$ cat config.mk
export PLATFORM = sky130hd
export DESIGN_NAME = mig_node_sequencer
export DESIGN_NICKNAME = d
export VERILOG_FILES = /design/src/rtl/mig_seq_pkg.sv /design/src/rtl/mig_node_sequencer_maj3_cell.sv /design/src/rtl/mig_node_sequencer.sv
export SDC_FILE = /design/constraint.sdc
export NUM_CORES = 1
export LEC_CHECK = 0
export CORE_ASPECT_RATIO = 0.75
export CORE_MARGIN = 3
export CORE_UTILIZATION = 49
export CTS_CLUSTER_SIZE = 25
export DETAILED_ROUTE_END_ITERATION = 8
export PLACE_DENSITY = 0.66
export SLEW_MARGIN = 5
export SYNTH_ARGS = -nofsm -noshare
export SYNTH_HDL_FRONTEND = slang
export SYNTH_SLANG_ARGS = --single-unit
$ cat constraint.sdc
create_clock -name clk -period 5.5 [get_ports clk]
set_input_delay 0.55 -clock clk [delete_from_list [all_inputs] [get_ports clk]]
set_output_delay 0.55 -clock clk [all_outputs]
set_load 0.05 [all_outputs]
$ cat src/rtl/mig_seq_pkg.sv
// Shared types and source-select encoding for the MIG node sequencer.
package mig_seq_pkg;

  localparam int unsigned MIG_SEL_W  = 5;
  localparam int unsigned SRC_CONST0 = 0;
  localparam int unsigned SRC_X_BASE = 1;
  localparam int unsigned SRC_W_BASE = 8;

  typedef struct packed {
    logic                 inv;
    logic [MIG_SEL_W-1:0] sel;
  } mig_op_t;

  typedef struct packed {
    mig_op_t opC;
    mig_op_t opB;
    mig_op_t opA;
  } mig_node_t;

  typedef enum logic [1:0] {
    IDLE = 2'd0,
    EVAL = 2'd1,
    DONE = 2'd2
  } mig_state_t;

endpackage

$ cat src/rtl/mig_node_sequencer_maj3_cell.sv
// Combinational 3-input majority with per-input inversion.
module maj3_cell (
  input  logic       a_i,
  input  logic       b_i,
  input  logic       c_i,
  input  logic [2:0] inv_i,
  output logic       y_o
);

  logic a, b, c;

  always_comb begin
    a   = a_i ^ inv_i[0];
    b   = b_i ^ inv_i[1];
    c   = c_i ^ inv_i[2];
    y_o = (a & b) | (a & c) | (b & c);
  end

endmodule

$ cat src/rtl/mig_node_sequencer.sv
// Serial MIG evaluator: one table node per cycle through a single shared majority cell.
module mig_node_sequencer
  import mig_seq_pkg::*;
#(
  parameter int unsigned NUM_NODES = 16,
  parameter int unsigned ADDR_W    = $clog2(NUM_NODES),
  parameter int unsigned SEL_W     = MIG_SEL_W
) (
  input  logic                 clk,
  input  logic                 rst,
  input  logic                 cfg_we,
  input  logic [ADDR_W-1:0]    cfg_addr,
  input  logic [3*(SEL_W+1)-1:0] cfg_data,
  output logic                 cfg_err,
  input  logic                 start,
  input  logic [6:0]           x,
  input  logic [ADDR_W:0]      len,
  input  logic                 out_inv,
  output logic                 busy,
  output logic                 done,
  output logic                 out,
  output logic                 err
);

  localparam logic [ADDR_W:0]   LEN_ONE = (ADDR_W+1)'(1);
  localparam logic [ADDR_W-1:0] CNT_ONE = ADDR_W'(1);

  mig_state_t           state_q, state_d;
  mig_node_t            tbl_q [NUM_NODES];
  logic [NUM_NODES-1:0] wres_q;
  logic [ADDR_W-1:0]    cnt_q;
  logic [ADDR_W:0]      len_q;
  logic [6:0]           x_q;
  logic                 inv_q;
  logic                 run_err_q;
  logic                 out_q, err_q, cfg_err_q;

  mig_node_t  cur_node;
  mig_op_t    ops [3];
  logic [1:0] op_res [3];
  logic [2:0] op_val, op_inv;
  logic       node_err, maj_y, len_ok, last_node;

  // Returns {legal, source value}; an operand may only reference nodes already evaluated this run.
  function automatic logic [1:0] resolve_op(input mig_op_t op, input logic [ADDR_W-1:0] cur,
                                            input logic [6:0] xv, input logic [NUM_NODES-1:0] wv);
    int unsigned s, k;
    s = 32'(op.sel);
    if (s < SRC_X_BASE) return 2'b10;
    if (s < SRC_W_BASE) return {1'b1, xv[3'(s - SRC_X_BASE)]};
    k = s - SRC_W_BASE;
    if (k < 32'(cur)) return {1'b1, wv[ADDR_W'(k)]};
    return 2'b00;
  endfunction

  always_comb begin
    cur_node = tbl_q[cnt_q];
    ops[0]   = cur_node.opA;
    ops[1]   = cur_node.opB;
    ops[2]   = cur_node.opC;
    node_err = 1'b0;
    op_val   = '0;
    op_inv   = '0;
    for (int unsigned j = 0; j < 3; j++) begin
      op_res[j] = resolve_op(ops[j], cnt_q, x_q, wres_q);
      op_val[j] = op_res[j][0];
      // An illegal operand is forced to a plain 0, so its inversion bit is dropped too.
      op_inv[j] = ops[j].inv & op_res[j][1];
      node_err  = node_err | ~op_res[j][1];
    end
  end

  maj3_cell u_maj (
    .a_i   (op_val[0]),
    .b_i   (op_val[1]),
    .c_i   (op_val[2]),
    .inv_i (op_inv),
    .y_o   (maj_y)
  );

  always_comb begin
    len_ok    = (len != '0) && (32'(len) <= NUM_NODES);
    last_node = ({1'b0, cnt_q} == (len_q - LEN_ONE));
    state_d   = state_q;
    case (state_q)
      IDLE:    if (start) state_d = len_ok ? EVAL : DONE;
      EVAL:    if (last_node) state_d = DONE;
      DONE:    state_d = IDLE;
      default: state_d = IDLE;
    endcase
  end

  always_ff @(posedge clk) begin
    if (rst) begin
      state_q   <= IDLE;
      for (int unsigned i = 0; i < NUM_NODES; i++) tbl_q[i] <= '0;
      wres_q    <= '0;
      cnt_q     <= '0;
      len_q     <= '0;
      x_q       <= '0;
      inv_q     <= 1'b0;
      run_err_q <= 1'b0;
      out_q     <= 1'b0;
      err_q     <= 1'b0;
      cfg_err_q <= 1'b0;
    end else begin
      state_q   <= state_d;
      cfg_err_q <= cfg_we && (state_q != IDLE);
      if (cfg_we && (state_q == IDLE)) tbl_q[cfg_addr] <= mig_node_t'(cfg_data);
      case (state_q)
        IDLE: begin
          if (start) begin
            x_q       <= x;
            len_q     <= len;
            inv_q     <= out_inv;
            cnt_q     <= '0;
            run_err_q <= 1'b0;
            if (!len_ok) begin
              out_q <= 1'b0;
              err_q <= 1'b1;
            end
          end
        end
        EVAL: begin
          wres_q[cnt_q] <= maj_y;
          run_err_q     <= run_err_q | node_err;
          cnt_q         <= cnt_q + CNT_ONE;
          if (last_node) begin
            out_q <= maj_y ^ inv_q;
            err_q <= run_err_q | node_err;
          end
        end
        default: ;
      endcase
    end
  end

  always_comb begin
    busy    = (state_q == EVAL);
    done    = (state_q == DONE);
    out     = out_q;
    err     = err_q;
    cfg_err = cfg_err_q;
  end

endmodule

# == Yosys cells after proc, flatten, opt, wreduce, memory -nomap -nowiden ==
# Memory sizes are Yosys's and may differ from the RTL's. A register that Yosys moved wholly into a read port is not among the register bits.
# Cells that the tools add are included.
# totals
register_bits,39
latch_bits,0
ram_bits,288
romBits,0
inputBits,39
output_inout_bits,5
mem_count,1
# classes
add_sub_neg,8
n_mul,0
div,0
magnitude_cmp,18
n_eq_ne,6
n_shift,0
muxes,77
bitwise,18
n_reduce_logical,13
# memory_table
memory,words,width,rd,rd_clocked_by_memory_dff,write_ports,line_no,text
tbl_q,16,18,1,1,16,mig_node_sequencer.sv:29,mig_node_t tbl_q [NUM_NODES];
# op_table
operator,count
$lt 32x4->1,3
$mux 2,21
$mux 1,38
$lt 4x5->1 const B,4
$mux 18,1
$reduce_or 18->1,1
$sub 5x4->6 const B,3
$bwmux 16,1
$mux 4,4
$lt 5x1->1 const B,3
$lt 5x4->1 const B,3
$bmux 1 s4,3
$lt 3x4->1 const B,3
$bmux 1 s3,3
$sub 3x1->3 const B,3
$pmux 4 s2,1
$and 1x1->1,6
$pmux 1 s2,3
$reduce_and 2->1,3
$eq 4x5->1,1
$le 5x5->1 const B,1
$or 1x1->1,5
$reduce_bool 5->1,1
$sub 5x1->5 const B,1
14 further kinds,24

# == Logic depth before layout (Yosys ltp) ==
# Gate-level depths: netlist of the first run.
# depth
word_depth,16
ltp_mapped,20
ltp_nobuf,16

# == Cells and area by module ==
# A second synthesis of the first run with hierarchy kept.
# unflattened
cells_unflattened,1213
area_unflattened_um2,16240.6
# modules_own_cells
module,instances,cells_per_inst,area_per_inst_um2
mig_node_sequencer,1,1209,16203.0
maj3_cell,1,4,37.5

# == Least setup slack after synthesis of the first run ==
# OpenSTA, ideal clock, no wires.
# synth_path
kind,register -> register
start,register with a tool-made name
end,register wres_q[10]
setup_ns,0.132
t_arrival_ns,4.690
required_ns,5.368
setup_slack_ns,0.677
path_stages_with_launch,21
path_buffers,9
cell_sequence,dfxtp_1 > buf_6 > buf_6 > buf_8 > buf_6 > buf_2 > buf_2 > buf_1 > mux4_2 > mux4_2 > inv_1 > ha_1 > nor2b_1 > o21ai_0 > nor3_1 > a22o_1 > or2_2 > clkbuf_1 > clkbuf_1 > o211ai_1 > a21oi_1
# synth_lines
item,line_no,text
end signal: indexed assignment,mig_node_sequencer.sv:125,wres_q[cnt_q] <= maj_y;
end: declaration,mig_node_sequencer.sv:30,logic [NUM_NODES-1:0] wres_q;

==> reports/results.tsv, run 1 <==
stage	metric	value	unit
status	status	finished clean	
synth	synth_nets	1307	
synth	async_flop_share	0	%
floorplan	io_pins	44	
sta	finalSetupViolCount	0	
synth	synth_xor_area_share	0.3200	%
sta	period_share	86.96	%
job	drv_cap	0	
global_routing	grt_pass1_wl	67.50	mm
setup_path	critPathArrivalTime	5.24	ns
layout	nets	1338	
floorplan	coreArea	32740	µm²
global_routing	use_met2	37.47	%
floorplan	die-height	164.6	µm
global_routing	busiest_layer	met1	
layout	drive_gt1_share	15.59	%
sta	worstMarginPinSlew	0.9861	ns
synth	synth-compound-area-share	6.811	%
global_routing	grt_max_degree	56	
place	dp_hpwl	27.86	mm
layout	fillers	2666	
setup_path	required	5.96	ns
setup_path	cp-start-kind	register	
layout	diodes	0	
pwr	powerDensity	313.1	nW/µm²
global_routing	antenna_found_initial	2	
floorplan	start_util	50.17	%
synth	syn_inst	1248	
floorplan	die_area	35770	µm²
clock_network	cts_inserted_buffers	34	
layout	final_common_cell	and2_1	
worst_hold_path	min_from	len_q[4]	
global_routing	use_met3	7.946	%
clock_network	cts-root-buf	clkbuf_16	
layout	area_growth	11.99	%
setup_path	path_class	register to register	
clock_network	htreeDepth	2	
synth	synthSimpleGateAreaFrac	17.28	%
floorplan	num_rows	57	
sta	rsz0062_at_grt	false	
synth	synth_ff_type	edfxtp_1	
global_routing	track_usage	26.11	%
clock_network	cts_tree	yes	
place	io_buffers	43	
pwr	p_leak	0.006473	µW
clock_network	clock_path_buffers	3	
route	wl_per_cell	26.35	µm
sta	period_minus_slack	4.783	ns
synth	syn_area_per_cell	13.16	µm²
clock_network	clock-sinks	331	
floorplan	die_w	217.4	µm
clock_network	hold_buffers	0	
synth	synth-edff-count	288	
synth	yosysUniqueCellTypes	72	
setup_path	cp-end-kind	register	
worst_hold_path	hold_class	register to register	
sta	fin_hold_ws	0.4741	ns
route	routed_wl	45.95	mm
sta	slew_viol_final	0	
route	dr.pass1.iters	6	
global_routing	grt.met1_usage	39.07	%
global_routing	overflow	0	
sta	timing.fmax	209.1	MHz
route	drc	0	
route	antenna_left	0	
clock_network	ctsResizeCount	0	
setup_path	path_max_fanout	24	
layout	final_cell_mix	and2_1 (291), edfxtp_1 (288), mux4_2 (78)	
global_routing	grt_pass1_vias	10180	
synth	yosys_register_bits	331	
synth	synth_fa_ha_area_share	1.524	%
sta	tns	0	ns
route	vias	10560	
synth	syn-cell-area	16420	µm²
clock_network	clkLatencyLatePin	0.53	ns
sta	clock_skew	0.01441	ns
sta	relSlewSlack	34.26	%
route	drt_iter0_markers	1480	
synth	yosys_warnings	0	
pwr	vdd_ir_drop_max	0.0001867	V
clock_network	clk_pin_slew	0.06	ns
sta	hold_viol_final	0	
synth	ys_seq_area_share	57.90	%
clock_network	cts_setup_buffers	0	
route	vias_per_cell	6.054	
synth	synth_top_family_by_area	simple AND/OR/NAND/NOR gates	
synth	muxShareOfSynthArea	12.98	%
place	gp_congestion	0.8574	
-- path summary, 6_finish.rpt --
check	slack [ns]	endpoint	depth (start not counted)
setup reg to reg	0.72	wres_q[15]	16
setup / recovery	0.72	wres_q[15]	16
hold reg to reg	0.47	len_q[4]	2
hold / removal	0.47	len_q[4]	2
-- metrics by stage --
stage                     setup WS [ns]  instance area [µm²]  utilization [%]  total power (µW)  cells
final                            0.7174                18390            56.19              5758   1744
after global routing             0.4442                18390            56.19              5935   1744
after CTS                        0.7581                18390            56.19              5779   1744
after detailed placement         0.7905                17270            52.75              3420   1685
after global placement           0.9201                17270            52.75              3408   1685
after floorplan                  0.6773                16420                -              3232   1248
-- cells by family (layout without fill, tap and decap cells) --
logic type	Yosys count	in the layout
compound gates	165	165
xor+xnor	6	6
fa+ha+maj	20	20
buf+inv	112	166
flops	331	331
mux	113	113
simple gates	501	501
-- where the power goes --
group / total [µW] / internal, µW / switching [µW]
clock: 2380 / 1410 / 976
combinational: 511 / 193 / 319
sequential: 2860 / 2820 / 41.8
total: 5760 / 4420 / 1340
-- synthesized netlist by cell type, types with 5 or more instances --
cell type / n / area (µm²)
dfxtp_1: 43 / 860.8
mux2_2: 6 / 67.56
a31oi_1: 6 / 37.54
buf_6: 5 / 56.30
nor2_1: 54 / 202.7
clkbuf_1: 54 / 202.7
buf_2: 12 / 60.06
nand2b_1: 14 / 87.58
a211oi_1: 12 / 90.09
nand2_1: 57 / 214.0
and2_1: 291 / 1821
o211ai_1: 19 / 142.6
a221oi_1: 5 / 43.79
a2bb2oi_1: 5 / 43.79
edfxtp_1: 288 / 8648
or2_2: 19 / 118.9
buf_4: 6 / 45.04
mux2i_1: 27 / 270.3
mux4_2: 78 / 1757
o21ai_0: 42 / 210.2
nor2b_1: 11 / 68.82
a22oi_1: 5 / 37.54
nor3_1: 13 / 65.06
nand3_1: 22 / 110.1
ha_1: 20 / 250.2
a21oi_1: 39 / 195.2
inv_1: 30 / 112.6
-- metal layers --
metal | vias up | wire length, µm
li1 | 4658 | -
met4 | 0 | 850
met3 | 63 | 5292
met2 | 542 | 19670
met1 | 5296 | 20140
met5 | - | 0
-- registers in the layout (all words and copies together), names as in the netlist, named ones only --
name	flops
len_q	5
run_err_q	1
wres_q	16
cnt_q	4
err	1
state_q	2
inv_q	1
tbl_q	288
out	1
cfg_err	1
x_q	7
-- critical path, cell delays in order, from the launching register on --
cell	delay [ns]
dfxtp_2	0.81
mux2i_1	0.22
mux4_2	0.60
mux2i_4	0.18
inv_1	0.08
ha_1	0.38
nor2b_1	0.19
and3_4	0.21
a2111oi_4	0.35
a211oi_1	0.09
a211o_1	0.34
a211oi_2	0.26
mux2_4	0.33
a21oi_2	0.15
buf_4	0.24
o211ai_1	0.12
a21oi_1	0.16
-- final cells by class --
type                            count  area [µm²]  area share (%)
Clock buffer                       43       948.4           5.156
Clock inverter                     16       175.2          0.9524
Inverter                           32       120.1          0.6531
Multi-Input combinational cell    805        6411           34.86
Sequential cell                   331        9519           51.76
Tap cell                          442       553.0           3.007
Timing Repair Buffer               75       665.6           3.619
Power figures use the tool's default switching activity.
==> run 2: changes to the inputs <==
--- a/config.mk
+++ b/config.mk
@@ -11,6 +11,8 @@
 export CTS_CLUSTER_SIZE = 25
 export DETAILED_ROUTE_END_ITERATION = 8
 export PLACE_DENSITY = 0.66
+export SKIP_CTS_REPAIR_TIMING = 1
+export SKIP_LAST_GASP = 1
 export SLEW_MARGIN = 5
 export SYNTH_ARGS = -nofsm -noshare
 export SYNTH_HDL_FRONTEND = slang
==> results of run 2 <==
Final layout, timing and power as in run 1 (identical DEF).
==> run 3: changes to the inputs <==
--- a/config.mk
+++ b/config.mk
@@ -11,6 +11,7 @@
 export CTS_CLUSTER_SIZE = 25
 export DETAILED_ROUTE_END_ITERATION = 8
 export PLACE_DENSITY = 0.66
+export REMOVE_ABC_BUFFERS = 1
 export SKIP_CTS_REPAIR_TIMING = 1
 export SKIP_LAST_GASP = 1
 export SLEW_MARGIN = 5
==> run 3 against run 2 <==
Compared with the run above: worst hold slack worse by 0.0014 ns; critical path depth down 1; combinational power about the same; design area down 0.39%; via count down 2.6%; cell count unchanged; first-iteration DRC count down 19%; sequential cell count unchanged; non-clock buffer count down 2; clock skew down 0.0061 ns; critical endpoint is now wres_q[4]; highest routed layer is now met5.
==> reports/results.tsv, run 3 (same netlist as run 1, synthesis figures left out) <==
stage	metric	value	unit	change
status	status	finished clean		
global_routing	overflow	0		unchanged
setup_path	crit_path_max_incr_delay	0.64	ns	-0.17 ns
route	vias	10290		-2.6%
floorplan	num_rows	57		unchanged
sta	relSlewSlack	44.87	%	+11 points
layout	area_growth	11.56	%	
global_routing	grt_max_degree	56		unchanged
floorplan	start_util	50.17	%	unchanged
sta	fin_hold_ws	0.4727	ns	-0.001444 ns
layout	drive_gt1_share	15.23	%	-0.36 points
floorplan	die-height	164.6	µm	unchanged
setup_path	cp-start-kind	register		
global_routing	antenna_found_initial	4		+2
route	antenna_left	0		unchanged
setup_path	path_cells	mux4_2 -> mux4_2 -> clkinv_1 -> ha_1 -> nor2b_1 -> and3_4 -> a2111oi_4 -> a211oi_1 -> a211o_1 -> a211oi_2 -> mux2_4 -> a21oi_2 -> buf_4 -> o211ai_1 -> a21oi_1		
setup_path	crit_top_cell	mux4_2		
clock_network	clock-sinks	331		unchanged
pwr	powerDensity	305.2	nW/µm²	-2.5%
route	drc	0		unchanged
sta	rsz0062_at_grt	false		
layout	stdcell_count	1744		unchanged
clock_network	cts-root-buf	clkbuf_16		
pwr	vdd_ir_drop_max	0.0002253	V	+21%
place	dp_hpwl	26.95	mm	-3.3%
clock_network	cts_inserted_buffers	34		unchanged
pwr	p_leak	0.006424	µW	-0.75%
global_routing	grt_pass1_wl	66.12	mm	-2.1%
clock_network	clock_path_buffers	3		unchanged
layout	regMostFlops	tbl_q		
layout	stdcell_area	18320	µm²	-0.39%
global_routing	grt_pass1_vias	10230		+0.49%
setup_path	cp-end-kind	register		
clock_network	htreeDepth	2		unchanged
place	place_inst	1683		-0.12%
layout	largest_reg_flops	288		unchanged
clock_network	cts_tree	yes		
sta	period_minus_slack	4.860	ns	+0.07739 ns
setup_path	path_class	register to register		
layout	reg.largest.list	tbl_q x288, wres_q x16, x_q x7		
sta	clock_skew	0.008346	ns	-0.006063 ns
layout	nets	1336		-0.15%
sta	period_share	88.36	%	+1.4 points
floorplan	die_w	217.4	µm	unchanged
floorplan	die_area	35770	µm²	unchanged
place	gp_congestion	0.8962		+4.5%
setup_path	slowest_stage	dfxtp_4		
layout	fillers	2636		-1.1%
floorplan	coreArea	32740	µm²	unchanged
sta	worstMarginPinSlew	0.8270	ns	-0.1591 ns
global_routing	track_usage	25.27	%	-0.83 points
sta	finalSetupViolCount	0		unchanged
route	wl_per_cell	25.03	µm	-5.0%
sta	timing.fmax	205.8	MHz	-1.6%
clock_network	clk_pin_slew	0.06	ns	about the same
setup_path	path_max_fanout	31		+29%
floorplan	io_pins	44		unchanged
layout	final_common_cell	and2_1		
place	io_buffers	43		unchanged
layout	final_cell_mix	and2_1 (291), edfxtp_1 (288), mux4_2 (78)		
worst_hold_path	hold_class	register to register		
job	drv_cap	0		unchanged
route	drt_iter0_markers	1199		-19%
clock_network	clkLatencyLatePin	0.52	ns	about the same
setup_path	required	5.94	ns	-0.02 ns
place	place_area	17280	µm²	about the same
route	routed_wl	43.66	mm	-5.0%
sta	hold_viol_final	0		unchanged
route	dr.pass1.iters	5		-1
route	vias_per_cell	5.899		-2.6%
sta	slew_viol_final	0		unchanged
setup_path	r2r_setup_slack	0.64	ns	-0.08 ns
setup_path	critPathArrivalTime	5.30	ns	+0.06 ns
## run 3: worst max-delay path, delay by kind of cell, from the launching register on
| kind | cells | cell delay, ns |
|---|---|---|
| muxes | 3 | 1.34 |
| buffers and inverters | 2 | 0.38 |
| DFF | 1 | 0.64 |
| adders and majority gates | 1 | 0.31 |
| AOI/OAI and AO/OA | 7 | 1.71 |
| and+or+nand+nor | 2 | 0.40 |
## run 3: path summary, 6_finish.rpt
check	from	to	cells past startpoint
worst max register to register	register	wres_q[4]	15
worst min register to register	len_q[1]	len_q[1]	2
worst max-delay path	register	wres_q[4]	15
worst min-delay path	len_q[1]	len_q[1]	2
## run 3: metrics by stage
stage	setup WS [ns]	total power (µW)	TNS [ns]	util (%)
after global routing	0.3207	5790	0	55.95
after floorplan	-1.743	3207	-29.32	-
final	0.6400	5592	0	55.97
after detailed placement	0.7421	3417	0	52.78
after global placement	0.7958	3406	0	52.78
after CTS	0.7158	5626	0	55.95
## run 3: report_power, final
group          leakage [µW]  switching (µW)  internal [µW]  total [µW]
Sequential          0.00332            38.3           2820        2860
Clock              0.000504             963           1260        2220
Combinational       0.00260             315            193         508
## run 3: final cells by class
| type | instances | area, µm² | area share (%) |
|---|---|---|---|
| Multi-Input combinational cell | 805 | 6411 | 34.99 |
| Clock buffer | 43 | 905.9 | 4.944 |
| Timing Repair Buffer | 73 | 675.6 | 3.688 |
| Antenna cell | 2 | 5.005 | 0.02732 |
| Inverter | 32 | 120.1 | 0.6556 |
| Sequential cell | 331 | 9519 | 51.96 |
| Tap cell | 442 | 553.0 | 3.019 |
| Clock inverter | 16 | 131.4 | 0.7171 |
## run 3: routing by layer
metal	GRT usage [%]	wire [µm]	part of all wire [%]
met1	37.42	19910	46
met2	37.48	19060	44
met3	6.401	3781	8.7
met4	6.726	895	2.0
met5	0	12	0.027
